<file path="src/rtl/rv0_ifu.sv">
// Instruction fetch unit: PC, in-order imem fetch, small fetch queue, redirect/flush handling.
// Latency: first request 1 cycle after reset release; a response is visible at the queue head 1 cycle later.
// Backpressure: if_ready_i=0 holds the head; issue credit (alloc + drop < IFQ_DEPTH) stops fetching when full.
//
// Ports:
//   clk_i, rst_ni                      core clock, async active-low reset
//   ct_target_i, ct_trans_i            control-transfer redirect from execute
//   imem_req_o/addr_o/gnt_i            fetch request handshake (held stable until granted)
//   imem_rvalid_i/rdata_i              in-order fetch responses
//   if_valid_o/insn_o/addr_o/ready_i   queue head towards decode
//   if_fault_o                         misaligned redirect target, fetch halted
module rv0_ifu #(
    parameter int              XLEN      = 32,
    parameter logic [XLEN-1:0] PC_RESET  = '0,
    parameter int              IFQ_DEPTH = 2
) (
    input  logic            clk_i,
    input  logic            rst_ni,
    input  logic [XLEN-1:0] ct_target_i,
    input  logic            ct_trans_i,
    output logic            imem_req_o,
    output logic [XLEN-1:0] imem_addr_o,
    input  logic            imem_gnt_i,
    input  logic            imem_rvalid_i,
    input  logic [31:0]     imem_rdata_i,
    output logic            if_valid_o,
    output logic [31:0]     if_insn_o,
    output logic [XLEN-1:0] if_addr_o,
    input  logic            if_ready_i,
    output logic            if_fault_o
);

    localparam int AW = $clog2(IFQ_DEPTH);
    localparam int CW = $clog2(IFQ_DEPTH) + 1;

    typedef enum logic [1:0] {
        S_BOOT,
        S_FETCH,
        S_FAULT
    } state_t;

    state_t r_state;
    state_t w_state_nxt;

    logic [XLEN-1:0] r_pc;
    logic            r_pend;        // request raised last cycle and not yet granted
    logic            r_pend_stale;  // that pending request belongs to a flushed stream
    logic [XLEN-1:0] r_pend_addr;

    logic [XLEN-1:0]      r_q_addr [IFQ_DEPTH];
    logic [31:0]          r_q_insn [IFQ_DEPTH];
    logic [IFQ_DEPTH-1:0] r_q_full;
    logic [AW-1:0]        r_head;
    logic [AW-1:0]        r_tail;
    logic [AW-1:0]        r_fill;
    logic [CW-1:0]        r_cnt;   // allocated entries (filled or not)
    logic [CW-1:0]        r_unf;   // allocated entries still waiting for data
    logic [CW-1:0]        r_drop;  // responses still owed to flushed streams

    logic          w_credit;
    logic          w_grant;
    logic          w_grant_stale;
    logic          w_grant_live;
    logic          w_drop_nz;
    logic          w_unf_nz;
    logic          w_rsp_any;
    logic          w_rsp_drop;
    logic          w_rsp_fill;
    logic          w_pop;
    logic          w_misaligned;
    logic [CW-1:0] w_drop_nxt;

    // ------------------------------------------------------------------
    // Request side. The request is a function of registered state only,
    // so it never combinationally depends on gnt or a same-cycle redirect.
    // ------------------------------------------------------------------
    assign w_credit    = ({1'b0, r_cnt} + {1'b0, r_drop}) < (CW+1)'(IFQ_DEPTH);
    assign imem_req_o  = r_pend | ((r_state == S_FETCH) & w_credit);
    assign imem_addr_o = r_pend ? r_pend_addr : r_pc;

    assign w_grant       = imem_req_o & imem_gnt_i;
    // A grant belongs to the old stream if it was pending across a redirect
    // or coincides with one; its response must be discarded, not queued.
    assign w_grant_stale = w_grant & (ct_trans_i | (r_pend & r_pend_stale));
    assign w_grant_live  = w_grant & ~w_grant_stale;

    // ------------------------------------------------------------------
    // Response side. Owed drops are retired first (responses are in order);
    // responses with nothing owed and nothing allocated are ignored.
    // ------------------------------------------------------------------
    assign w_drop_nz  = (r_drop != '0);
    assign w_unf_nz   = (r_unf != '0);
    assign w_rsp_any  = imem_rvalid_i & (w_drop_nz | w_unf_nz);
    assign w_rsp_drop = imem_rvalid_i & w_drop_nz;
    assign w_rsp_fill = imem_rvalid_i & ~w_drop_nz & w_unf_nz & ~ct_trans_i;

    assign if_valid_o = r_q_full[r_head];
    assign if_insn_o  = r_q_insn[r_head];
    assign if_addr_o  = r_q_addr[r_head];
    assign w_pop      = if_valid_o & if_ready_i;

    assign w_misaligned = (ct_target_i[1:0] != 2'b00);
    assign if_fault_o   = (r_state == S_FAULT);

    // On redirect every unfilled entry turns into an owed response; a response
    // arriving in the same cycle settles one of them immediately.
    always_comb begin
        w_drop_nxt = r_drop;
        if (ct_trans_i) begin
            w_drop_nxt = r_drop + r_unf + CW'(w_grant_stale) - CW'(w_rsp_any);
        end else begin
            w_drop_nxt = r_drop + CW'(w_grant_stale) - CW'(w_rsp_drop);
        end
    end

    always_comb begin
        w_state_nxt = r_state;
        case (r_state)
            S_BOOT:  w_state_nxt = S_FETCH;
            S_FETCH: if (ct_trans_i && w_misaligned) w_state_nxt = S_FAULT;
            S_FAULT: if (ct_trans_i && !w_misaligned) w_state_nxt = S_FETCH;
            default: w_state_nxt = S_BOOT;
        endcase
    end

    always_ff @(posedge clk_i or negedge rst_ni) begin
        if (!rst_ni) begin
            r_state <= S_BOOT;
        end else begin
            r_state <= w_state_nxt;
        end
    end

    always_ff @(posedge clk_i or negedge rst_ni) begin
        if (!rst_ni) begin
            r_pc         <= PC_RESET;
            r_pend       <= 1'b0;
            r_pend_stale <= 1'b0;
            r_pend_addr  <= '0;
            r_drop       <= '0;
        end else begin
            if (ct_trans_i) begin
                r_pc <= ct_target_i;
            end else if (w_grant_live) begin
                r_pc <= r_pc + XLEN'(4);
            end
            r_pend       <= imem_req_o & ~imem_gnt_i;
            r_pend_stale <= imem_req_o & ~imem_gnt_i & (ct_trans_i | (r_pend & r_pend_stale));
            if (imem_req_o && !imem_gnt_i) begin
                r_pend_addr <= imem_addr_o;
            end
            r_drop <= w_drop_nxt;
        end
    end

    // Fetch queue: allocate at tail on grant, fill in order at r_fill, pop at head.
    always_ff @(posedge clk_i or negedge rst_ni) begin
        if (!rst_ni) begin
            for (int i = 0; i < IFQ_DEPTH; i++) begin
                r_q_addr[i] <= '0;
                r_q_insn[i] <= '0;
            end
            r_q_full <= '0;
            r_head   <= '0;
            r_tail   <= '0;
            r_fill   <= '0;
            r_cnt    <= '0;
            r_unf    <= '0;
        end else if (ct_trans_i) begin
            r_q_full <= '0;
            r_head   <= '0;
            r_tail   <= '0;
            r_fill   <= '0;
            r_cnt    <= '0;
            r_unf    <= '0;
        end else begin
            if (w_grant_live) begin
                r_q_addr[r_tail] <= imem_addr_o;
                r_tail           <= r_tail + AW'(1);
            end
            if (w_rsp_fill) begin
                r_q_insn[r_fill] <= imem_rdata_i;
                r_q_full[r_fill] <= 1'b1;
                r_fill           <= r_fill + AW'(1);
            end
            if (w_pop) begin
                r_q_full[r_head] <= 1'b0;
                r_head           <= r_head + AW'(1);
            end
            r_cnt <= r_cnt + CW'(w_grant_live) - CW'(w_pop);
            r_unf <= r_unf + CW'(w_grant_live) - CW'(w_rsp_fill);
        end
    end

endmodule

</file>
<file path="config.mk">
export PLATFORM = sky130hd
export DESIGN_NAME = rv0_ifu
export DESIGN_NICKNAME = d
export VERILOG_FILES = /design/src/rtl/rv0_ifu.sv
export SDC_FILE = /design/constraint.sdc
export NUM_CORES = 1
export LEC_CHECK = 0
export CAP_MARGIN = 5
export CORE_ASPECT_RATIO = 1.4
export CORE_MARGIN = 8
export CORE_UTILIZATION = 53
export CTS_CLUSTER_SIZE = 30
export DETAILED_ROUTE_END_ITERATION = 8
export GPL_TIMING_DRIVEN = 0
export PLACE_DENSITY = 0.82
export SYNTH_ARGS = -nofsm -noshare
export SYNTH_HDL_FRONTEND = slang
export SYNTH_SLANG_ARGS = --single-unit
</file>
<file path="constraint.sdc">
create_clock -name clk_i -period 3.8 [get_ports clk_i]
set_clock_uncertainty 0.1 [all_clocks]
set_input_delay 0.38 -clock clk_i [delete_from_list [all_inputs] [get_ports clk_i]]
set_output_delay 0.38 -clock clk_i [all_outputs]
set_load 0.05 [all_outputs]
</file>
==> flow_summary.toml <==
[cells_and_area]
insertedDiodeCount = 0
nNetsFinal = 1158
area_delta_synth_final_pct = 27.3
fin_cells = 1328
drive_gt1_share_pct = 17.4
nFillCells = 1373

[die]
die-height_um = 176
die_w_um = 130
die_area_um2 = 22900
ios = 169
start_util_pct = 53.9
fp-row-count = 58
core_um2 = 17900

[clock_tree]
cts_sinks = 207
worstSkewPairLatency_ns = 0.49
clock_path_buffers = 3
post_cts_buffers = 0
cts_tree = "yes"
clk_pin_slew_ns = 0.06
htreeDepth = 1
numCtsBuffers = 21
cts-root-buf = "clkbuf_16"

[detailed_routing]
dr_total_vias = 7420
drtAntennaViolNets = 0
drc_errors = 0
firstDrtPassIters = 6
drt_iter0_drc = 480
finalWirelength_um = 25600
viasPerCell = 5.59
wl_per_cell_um = 19.3

[logic_synthesis]
ys_types = 51
yosysSeqAreaShare_pct = 53.6
synth_flop_cell = "dfrtp_1"
synthTopCellsByCount = "dfrtp_1 (207), mux2_2 (135), nand2_1 (134)"
ys.warnings.count = 0
ys_async_sr_fraction_pct = 100
syn_avg_cell_area_um2 = 10.9
synth-seq-cells = 207
synth_top_cell_area_share_pct = 53.6
syn_inst = 886
synth_edf_count = 0
syn_area_um2 = 9670
yosysMostFrequentCell = "dfrtp_1"
syn-num-nets = 966
yosysTopAreaCell = "dfrtp_1"
synth_area_leaders = "dfrtp_1 (54%), mux2_2 (16%), o21ai_0 (6.0%), nand2_1 (5.2%), mux2i_1 (3.5%)"

[global_routing]
met3_usage_pct = 3.61
grt_use_total_pct = 22.8
grtUsageMet1_pct = 26.8
antenna_found_initial = 0
grt_pass1_vias = 7872
grt.busiest_layer = "met2"
grt_overflow = 0
grt_pass1_wl_um = 41600
met2_usage_pct = 40.1
grt_max_degree = 109

[status]
status = "finished clean"

[placement]
place_congestion = 0.907
dp_hpwl_um = 18900
placed_cells = 1294
port-buffer-count = 167

[critical_path]
crit_required_ns = 3.32
worstPathCellList = "and2_1, fa_1, nor4b_2, or2_2, clkdlybuf4s50_1"
end_kind = "primary output"
slowest_stage = "clkdlybuf4s50_1"
max_stage_delay_ns = 0.81
cp_max_fo = 6
arrival_ns = 3.11
r2r_slack_ns = 0.56
startpoint_type = "flop"
criticalPathCategory = "flop to primary output"

[sta]
worst_slew_margin_rel_pct = 35.8
hold_viol = 0
finalMaxSlewViolations = 0
post-route-period-util_pct = 94.5
setup_viol = 0
period_minus_slack_ns = 3.59
max_freq_mhz = 278
worst_hold_slack_ns = 0.336
worstMarginPinSlew_ns = 0.954
rsz0062_at_grt = "no"

[min_path]
hold_class = "input pin to flop"

[power_and_ir_drop]
p_per_area_nw_per_um2 = 820
p_leak_nw = 5.60
irDropWorstVdd_mv = 0.622

[flow_run]
cap_violations = 0
==> routing by layer <==
layer  share of wire, %  wire length [µm]  up-vias
met5                  0                 0        -
met4                3.4               879        0
met3                5.9              1510       60
met2                 52             13200      244
met1                 39             10000     3684
li1                   -                 -     3432
==> final cells by class <==
cell class              instances  area [µm²]  share of cell area [%]
flip-flops and latches        207        5180                    42.1
repair buffers                169        1710                    13.9
clock buffers                  28         572                    4.64
multi-input cells             577        4090                    33.2
plain buffers                  51         208                    1.69
inverters                      51         191                    1.56
well taps                     240         300                    2.44
clock inverters                 5        52.6                   0.427
==> worst paths after layout <==
check / startpoint / endpoint / depth (start not counted)
max: r_drop[0] / imem_req_o / 5
min: ct_trans_i / r_pend_stale / 3
max reg2reg: r_drop[0] / r_unf[1] / 11
min reg2reg: r_q_addr[14] / r_q_addr[14] / 2
max in group asynchronous: rst_ni / r_unf[0] / 3
min in group asynchronous: rst_ni / r_q_insn[41] / 2
==> worst max-delay path: cells and delay by family, from the launching register on <==
| kind | cells | cell delay, ns |
|---|---|---|
| fa+ha+maj | 1 | 0.45 |
| buf+inv | 1 | 0.81 |
| flops | 1 | 0.45 |
| simple gates | 3 | 0.91 |
==> flip-flops by register name, indices dropped and copies added (netlist names) <==
register / cells
r_cnt: 2
r_drop: 2
r_fill: 1
r_head: 1
r_pc: 32
r_pend: 1
r_pend_addr: 32
r_pend_stale: 1
r_q_addr: 64
r_q_full: 2
r_q_insn: 64
r_state: 2
r_tail: 1
r_unf: 2
==> kinds of logic after synthesis <==
| group | count (synthesis) | share of synthesized area, % |
|---|---|---|
| and+or+nand+nor | 223 | 10.9 |
| DFF | 207 | 53.6 |
| muxes | 169 | 19.2 |
| AOI/OAI and AO/OA | 149 | 8.36 |
| buffers and inverters | 102 | 4.10 |
| xor gates and xnor gates | 26 | 2.36 |
| adders and majority gates | 10 | 1.45 |
==> repair_timing <==
item,4_1_cts,5_1_grt
gates resized for setup,0,2
hold endpoints to repair,107,0
hold buffers,1,0
endpoints found under the setup margin,0,15
==> power by group <==
group | switching (W) | internal [W]
Sequential | 0.000426 | 0.00291
Clock | 0.000807 | 0.00112
Combinational | 0.00313 | 0.00171
==> stage by stage <==
stage / instance area (µm²) / TNS, ns / util (%) / total power [W] / setup WS [ns]
after floorplan: 9670 / 0 / - / 0.00656 / 0.732
after global placement: 11600 / -1285.72 / 64.9 / 0.00807 / -6.23
after detailed placement: 11700 / 0 / 65.1 / 0.00820 / 0.608
after CTS: 12300 / 0 / 68.7 / 0.0102 / 0.0720
after global routing: 12300 / 0 / 68.7 / 0.0106 / 0.0926
final: 12300 / 0 / 68.7 / 0.0101 / 0.208
==> placed cells by master, fill, tap and decap left out, types with 8 or more instances in the layout <==
cell type,instances
a21oi_1,12
nand2_1,134
buf_2,11
mux2_2,135
o21ai_0,115
dfrtp_1,207
clkbuf_1,32
nor3_1,12
buf_1,11
nor4_1,8
xnor2_1,19
nor2_1,16
ha_1,8
nand3_1,13
clkdlybuf4s50_1,166
clkbuf_16,21
nor2b_1,9
inv_1,49
mux2i_1,34
Power figures use the tool's default switching activity.
